## src/rtl/fan_ramp_ctrl.sv

```systemverilog
// rtl/fan_ramp_ctrl.sv - fan speed sequencer: spin-up kick, rate-limited ramp, PWM
// Applied speed never moves more than one code per RAMP_DIV cycles, except for the kick.
module fan_ramp_ctrl #(
  parameter int RAMP_DIV    = 4,
  parameter int KICK_CYCLES = 8
) (
  input  logic       clk,
  input  logic       rstn,
  input  logic       enable,
  input  logic [3:0] target,
  output logic [3:0] speed_o,
  output logic       pwm_o,
  output logic       busy_o,
  output logic       at_target_o
);

  typedef enum logic [1:0] {
    ST_IDLE,
    ST_KICK,
    ST_RAMP,
    ST_HOLD
  } state_t;

  localparam logic [7:0] RAMP_LAST = 8'(RAMP_DIV - 1);
  localparam logic [7:0] KICK_LOAD = 8'(KICK_CYCLES - 1);

  state_t     state_q, state_d;
  logic [3:0] speed_q, speed_d;
  logic [7:0] kick_cnt_q, kick_cnt_d;
  logic [7:0] ramp_cnt_q, ramp_cnt_d;
  logic [3:0] pwm_cnt_q;
  logic [3:0] eff;

  assign eff = enable ? target : 4'd0;

  always_ff @(posedge clk or negedge rstn) begin
    if (!rstn) begin
      state_q    <= ST_IDLE;
      speed_q    <= 4'd0;
      kick_cnt_q <= 8'd0;
      ramp_cnt_q <= 8'd0;
      pwm_cnt_q  <= 4'd0;
    end else begin
      state_q    <= state_d;
      speed_q    <= speed_d;
      kick_cnt_q <= kick_cnt_d;
      ramp_cnt_q <= ramp_cnt_d;
      pwm_cnt_q  <= pwm_cnt_q + 4'd1;
    end
  end

  always_comb begin
    state_d    = state_q;
    speed_d    = speed_q;
    kick_cnt_d = kick_cnt_q;
    ramp_cnt_d = ramp_cnt_q;
    case (state_q)
      ST_IDLE: begin
        speed_d = 4'd0;
        if (eff != 4'd0) begin
          state_d    = ST_KICK;
          speed_d    = 4'd15;
          kick_cnt_d = KICK_LOAD;
        end
      end
      ST_KICK: begin
        // Dropping the request aborts the kick into a normal ramp-down.
        if (eff == 4'd0 || kick_cnt_q == 8'd0) begin
          state_d    = ST_RAMP;
          ramp_cnt_d = 8'd0;
        end else begin
          kick_cnt_d = kick_cnt_q - 8'd1;
        end
      end
      ST_RAMP: begin
        if (speed_q == eff) begin
          state_d = (eff == 4'd0) ? ST_IDLE : ST_HOLD;
        end else if (ramp_cnt_q == RAMP_LAST) begin
          // Direction follows the current eff; a one-code step cannot overshoot or wrap.
          speed_d    = (eff > speed_q) ? speed_q + 4'd1 : speed_q - 4'd1;
          ramp_cnt_d = 8'd0;
        end else begin
          ramp_cnt_d = ramp_cnt_q + 8'd1;
        end
      end
      ST_HOLD: begin
        if (eff != speed_q) begin
          state_d    = ST_RAMP;
          ramp_cnt_d = 8'd0;
        end
      end
      default: state_d = ST_IDLE;
    endcase
  end

  assign speed_o     = speed_q;
  assign pwm_o       = (pwm_cnt_q < speed_q);
  assign busy_o      = (state_q == ST_KICK) || (state_q == ST_RAMP);
  assign at_target_o = (state_q == ST_HOLD) || ((state_q == ST_IDLE) && (eff == 4'd0));

endmodule

```

## config.mk

```make
export PLATFORM = sky130hd
export DESIGN_NAME = fan_ramp_ctrl
export DESIGN_NICKNAME = d
export VERILOG_FILES = /design/src/rtl/fan_ramp_ctrl.sv
export SDC_FILE = /design/constraint.sdc
export NUM_CORES = 1
export LEC_CHECK = 0
export CORE_ASPECT_RATIO = 1.5
export CORE_UTILIZATION = 45
export DETAILED_ROUTE_END_ITERATION = 16
export HOLD_SLACK_MARGIN = 0.08
export PLACE_DENSITY_LB_ADDON = 0.1
export SYNTH_ARGS = -nofsm -noshare
export SYNTH_HDL_FRONTEND = slang
export SYNTH_SLANG_ARGS = --single-unit
```

## constraint.sdc

```tcl
create_clock -name clk -period 2.5 [get_ports clk]
set_clock_uncertainty 0.1 [all_clocks]
set_input_delay 0.5 -clock clk [delete_from_list [all_inputs] [get_ports clk]]
set_output_delay 0.5 -clock clk [all_outputs]
set_load 0.01 [all_outputs]
```

==> results.json <==
{
  "antenna_cells": 0,
  "seqPwrFrac_pct": 23.0,
  "crit_path_start_kind": "input port",
  "synth_edf_count": 0,
  "hold_path_depth": 1,
  "die_h_um": 78.9,
  "synth.avg_cell_area_sq_um": 9.80,
  "via_count": 1482,
  "worstMarginPinSlew_ps": 351,
  "cpMostUsedCell": "ha_4",
  "leakage_nw": 1.07,
  "synthesis.nets": 207,
  "cp.required_ps": 2570,
  "drive_above_1_share_pct": 28.1,
  "drt-pass1-iter-count": 4,
  "avgRoutedWirePerCell_um": 14.8,
  "cts-root-buf": "clkbuf_8",
  "fin_crit_ps": 2430,
  "vias_per_cell": 5.61,
  "grt_pass1_wl_mm": 6.44,
  "cts_buffers": 3,
  "dp.cells": 256,
  "holdWs_ps": 385,
  "final_area_sq_um": 2330,
  "cts_buffer_depth": 2,
  "drc": 0,
  "p_clk_share_pct": 14.2,
  "cap_viol_max_count": 0,
  "final_core_util_pct": 62.7,
  "synth_ff_type": "dfrtp_1",
  "regArea_sq_um": 651,
  "arrival_ps": 2500,
  "grt_max_degree": 27,
  "crit_path_end_kind": "flip-flop",
  "crit_start": "target[1]",
  "drt-total-wl_mm": 3.90,
  "ys_seq_elements": 26,
  "finalHoldViolCount": 0,
  "async_flop_share_pct": 100,
  "coreArea_sq_um": 3720,
  "io_buffer_count": 13,
  "syn_area_sq_um": 1770,
  "power_density_nw_per_um2": 1060,
  "r2r_slack_ps": 190,
  "io_pins": 14,
  "path_max_fanout": 3,
  "max_freq_ghz": 0.412,
  "drt-initial-drc-count": 22,
  "peakVddDrop_uv": 799,
  "clock_latency_ps": 270,
  "cts_tree": "built",
  "worstReg2RegStart": "speed_o[2]$_DFFE_PN0P_",
  "hold_start": "pwm_cnt_q[3]$_DFF_PN0_",
  "p_int_w": 0.00150,
  "grt_overflow": 0,
  "switching_power_w": 0.000961,
  "yosysSeqAreaShare_pct": 36.7,
  "critical_path_class": "in2reg",
  "crit_family": "compound AO/OA/AOI/OAI gates",
  "post_dp_cell_area_sq_um": 2140,
  "syn_to_final_growth_pct": 31.3,
  "finalWeightedCongestion": 0.733,
  "cpPeakStageDelay_ps": 300,
  "setup_viol": 0,
  "cp_slowest_cell": "ha_4",
  "r2r_end": "speed_o[3]$_DFFE_PN0P_",
  "clk_pin_slew_ps": 90,
  "slew_headroom_pct": 76.4,
  "fin_cells": 264,
  "status": "finished, final reports clean",
  "ant_nets": 0,
  "grt_pass1_vias": 1498,
  "min_to": "pwm_cnt_q[3]$_DFF_PN0_",
  "reg2regPathDepth": 11,
  "ys.warnings.count": 0,
  "fin_nets": 248,
  "fillCellCount": 323,
  "clock-sinks": 26,
  "dieArea_sq_um": 4200,
  "ys_types": 43,
  "die_w_um": 53.3,
  "critPathBufInv": 1,
  "hpwlAfterDp_mm": 3.01,
  "grtUsageTotal_pct": 20.7,
  "htreeDepth": 1,
  "drv_slew": 0,
  "antenna_found_initial": 0,
  "p_sw_share_pct": 39.1,
  "min_period_over_period_pct": 97.2,
  "total_power_w": 0.00246,
  "placementRows": 27,
  "multiInputGateArea_sq_um": 1180,
  "combPwrFrac_pct": 62.8,
  "cp_cell_sequence": "dlygate4sd2_1 > and2_4 > ha_4 > nand3b_1 > a21oi_4 > o21ai_4 > ha_4 > nand3_1 > a21oi_1 > o21ai_0 > a21oi_2 > nor3b_2",
  "syn_inst": 181,
  "worstHoldPathType": "reg2reg",
  "start_util_pct": 47.7
}
[per-layer routing]
| metal | global-route usage (%) | routed length, um | part of all wire [%] | vias to the layer above |
|---|---|---|---|---|
| met1 | 21.4 | 1550 | 40 | 725 |
| met4 | 6.58 | 55 | 1.4 | 0 |
| met5 | 0 | 0 | 0 | - |
| met2 | 40.4 | 2250 | 58 | 13 |
| li1 | - | - | - | 738 |
| met3 | 2.30 | 39 | 1.0 | 6 |
[timing repair]
item                                    in CTS  in global routing
gates resized for setup                     17                 16
hold buffers                                 0                  0
endpoints found under the setup margin      13                  6
pin swaps                                    6                 14
buffers inserted                             2                  2
[cell families (layout without fill, tap and decap cells)]
| kind of cell | count (synthesis) | after routing | synth area share (%) |
|---|---|---|---|
| buf+inv | 16 | 56 | 3.81 |
| simple gates | 60 | 60 | 19.7 |
| flops | 26 | 26 | 36.7 |
| compound gates | 49 | 49 | 20.1 |
| xor+xnor | 8 | 8 | 3.95 |
| mux | 3 | 3 | 1.91 |
| fa+ha+maj | 19 | 19 | 13.8 |
[through the flow]
step           setup slack, ps  TNS, ps
6_report                  70.1        0
5_1_grt                  -32.9    -42.1
4_1_cts                  -30.4    -30.4
3_5_place_dp              -644    -5170
3_3_place_gp              -522    -4100
2_1_floorplan             30.9        0
[area by class of cell]
| cell class | count | share of cell area, % |
|---|---|---|
| clock buffer | 3 | 1.77 |
| clock inverter | 1 | 1.29 |
| sequential | 26 | 27.9 |
| tap | 43 | 2.31 |
| timing repair buffer | 40 | 14.2 |
| multi-input combinational | 139 | 50.6 |
| inverter | 12 | 1.93 |
[power groups by stage]
stage / logic (W) / clock network [W] / registers, W
final: 0.00154 / 0.000350 / 0.000565
after global routing: 0.00171 / 0.000374 / 0.000576
after CTS: 0.00145 / 0.000364 / 0.000565
after detailed placement: 0.00138 / 0 / 0.000571
after global placement: 0.00131 / 0 / 0.000566
after floorplan: 0.000809 / 0 / 0.000598
[flip-flops by register name (all words and copies together) (netlist names)]
register    cells
kick_cnt_q      8
state_q         2
pwm_cnt_q       4
speed_o         4
ramp_cnt_q      8
[synthesized netlist by cell type (2+ instances only)]
cell | count | area, sq um
dfrtp_1 | 26 | 651
ha_1 | 18 | 225
o21ai_0 | 18 | 90.1
a21oi_1 | 13 | 65.1
inv_1 | 12 | 45.0
nand2_1 | 12 | 45.0
nor2_1 | 10 | 37.5
nand3_1 | 7 | 35.0
and2_1 | 6 | 37.5
xor2_1 | 5 | 43.8
nor3_1 | 4 | 20.0
o31ai_1 | 4 | 30.0
clkbuf_1 | 3 | 11.3
mux2_2 | 3 | 33.8
nand3b_1 | 3 | 22.5
nand4_1 | 3 | 18.8
xnor2_1 | 3 | 26.3
a211oi_1 | 2 | 15.0
and3_1 | 2 | 12.5
nand2b_1 | 2 | 12.5
nor2b_1 | 2 | 12.5
o41ai_2 | 2 | 32.5
[layout by cell type (no fill, tap or decap), types with 3 or more instances in the layout]
| cell type | count |
|---|---|
| dfrtp_1 | 26 |
| buf_4 | 26 |
| ha_1 | 14 |
| o21ai_0 | 13 |
| nand2_1 | 12 |
| inv_1 | 10 |
| nor2_1 | 10 |
| a21oi_1 | 8 |
| nand3_1 | 7 |
| clkdlybuf4s50_1 | 6 |
| xor2_1 | 5 |
| o21ai_1 | 4 |
| o31ai_1 | 4 |
| ha_4 | 4 |
| and2_4 | 3 |
| nand3b_1 | 3 |
| a21oi_4 | 3 |
| nand4_1 | 3 |
| xnor2_1 | 3 |
| nor3_1 | 3 |
| mux2_2 | 3 |
| and2_1 | 3 |
| clkbuf_8 | 3 |
| dlygate4sd2_1 | 3 |
[worst max-delay path by stage]
stage / endpoint / cells after the start
final: speed_o[3]$_DFFE_PN0P_ / 12
after global routing: speed_o[3]$_DFFE_PN0P_ / 12
after CTS: speed_o[3]$_DFFE_PN0P_ / 12
after detailed placement: speed_o[3]$_DFFE_PN0P_ / 12
after global placement: speed_o[3]$_DFFE_PN0P_ / 12
after floorplan: speed_o[3]$_DFFE_PN0P_ / 11
[worst reg2reg max path: stages, from the launching register on]
cell      delay [ps]
dfrtp_1          360
inv_1             90
ha_4             310
nand3b_1         140
a21oi_4          200
o21ai_4          100
ha_4             300
nand3_1           90
a21oi_1          130
o21ai_0          150
a21oi_2          180
nor3b_2           50
Note: power is estimated with default switching activity, not from simulation.
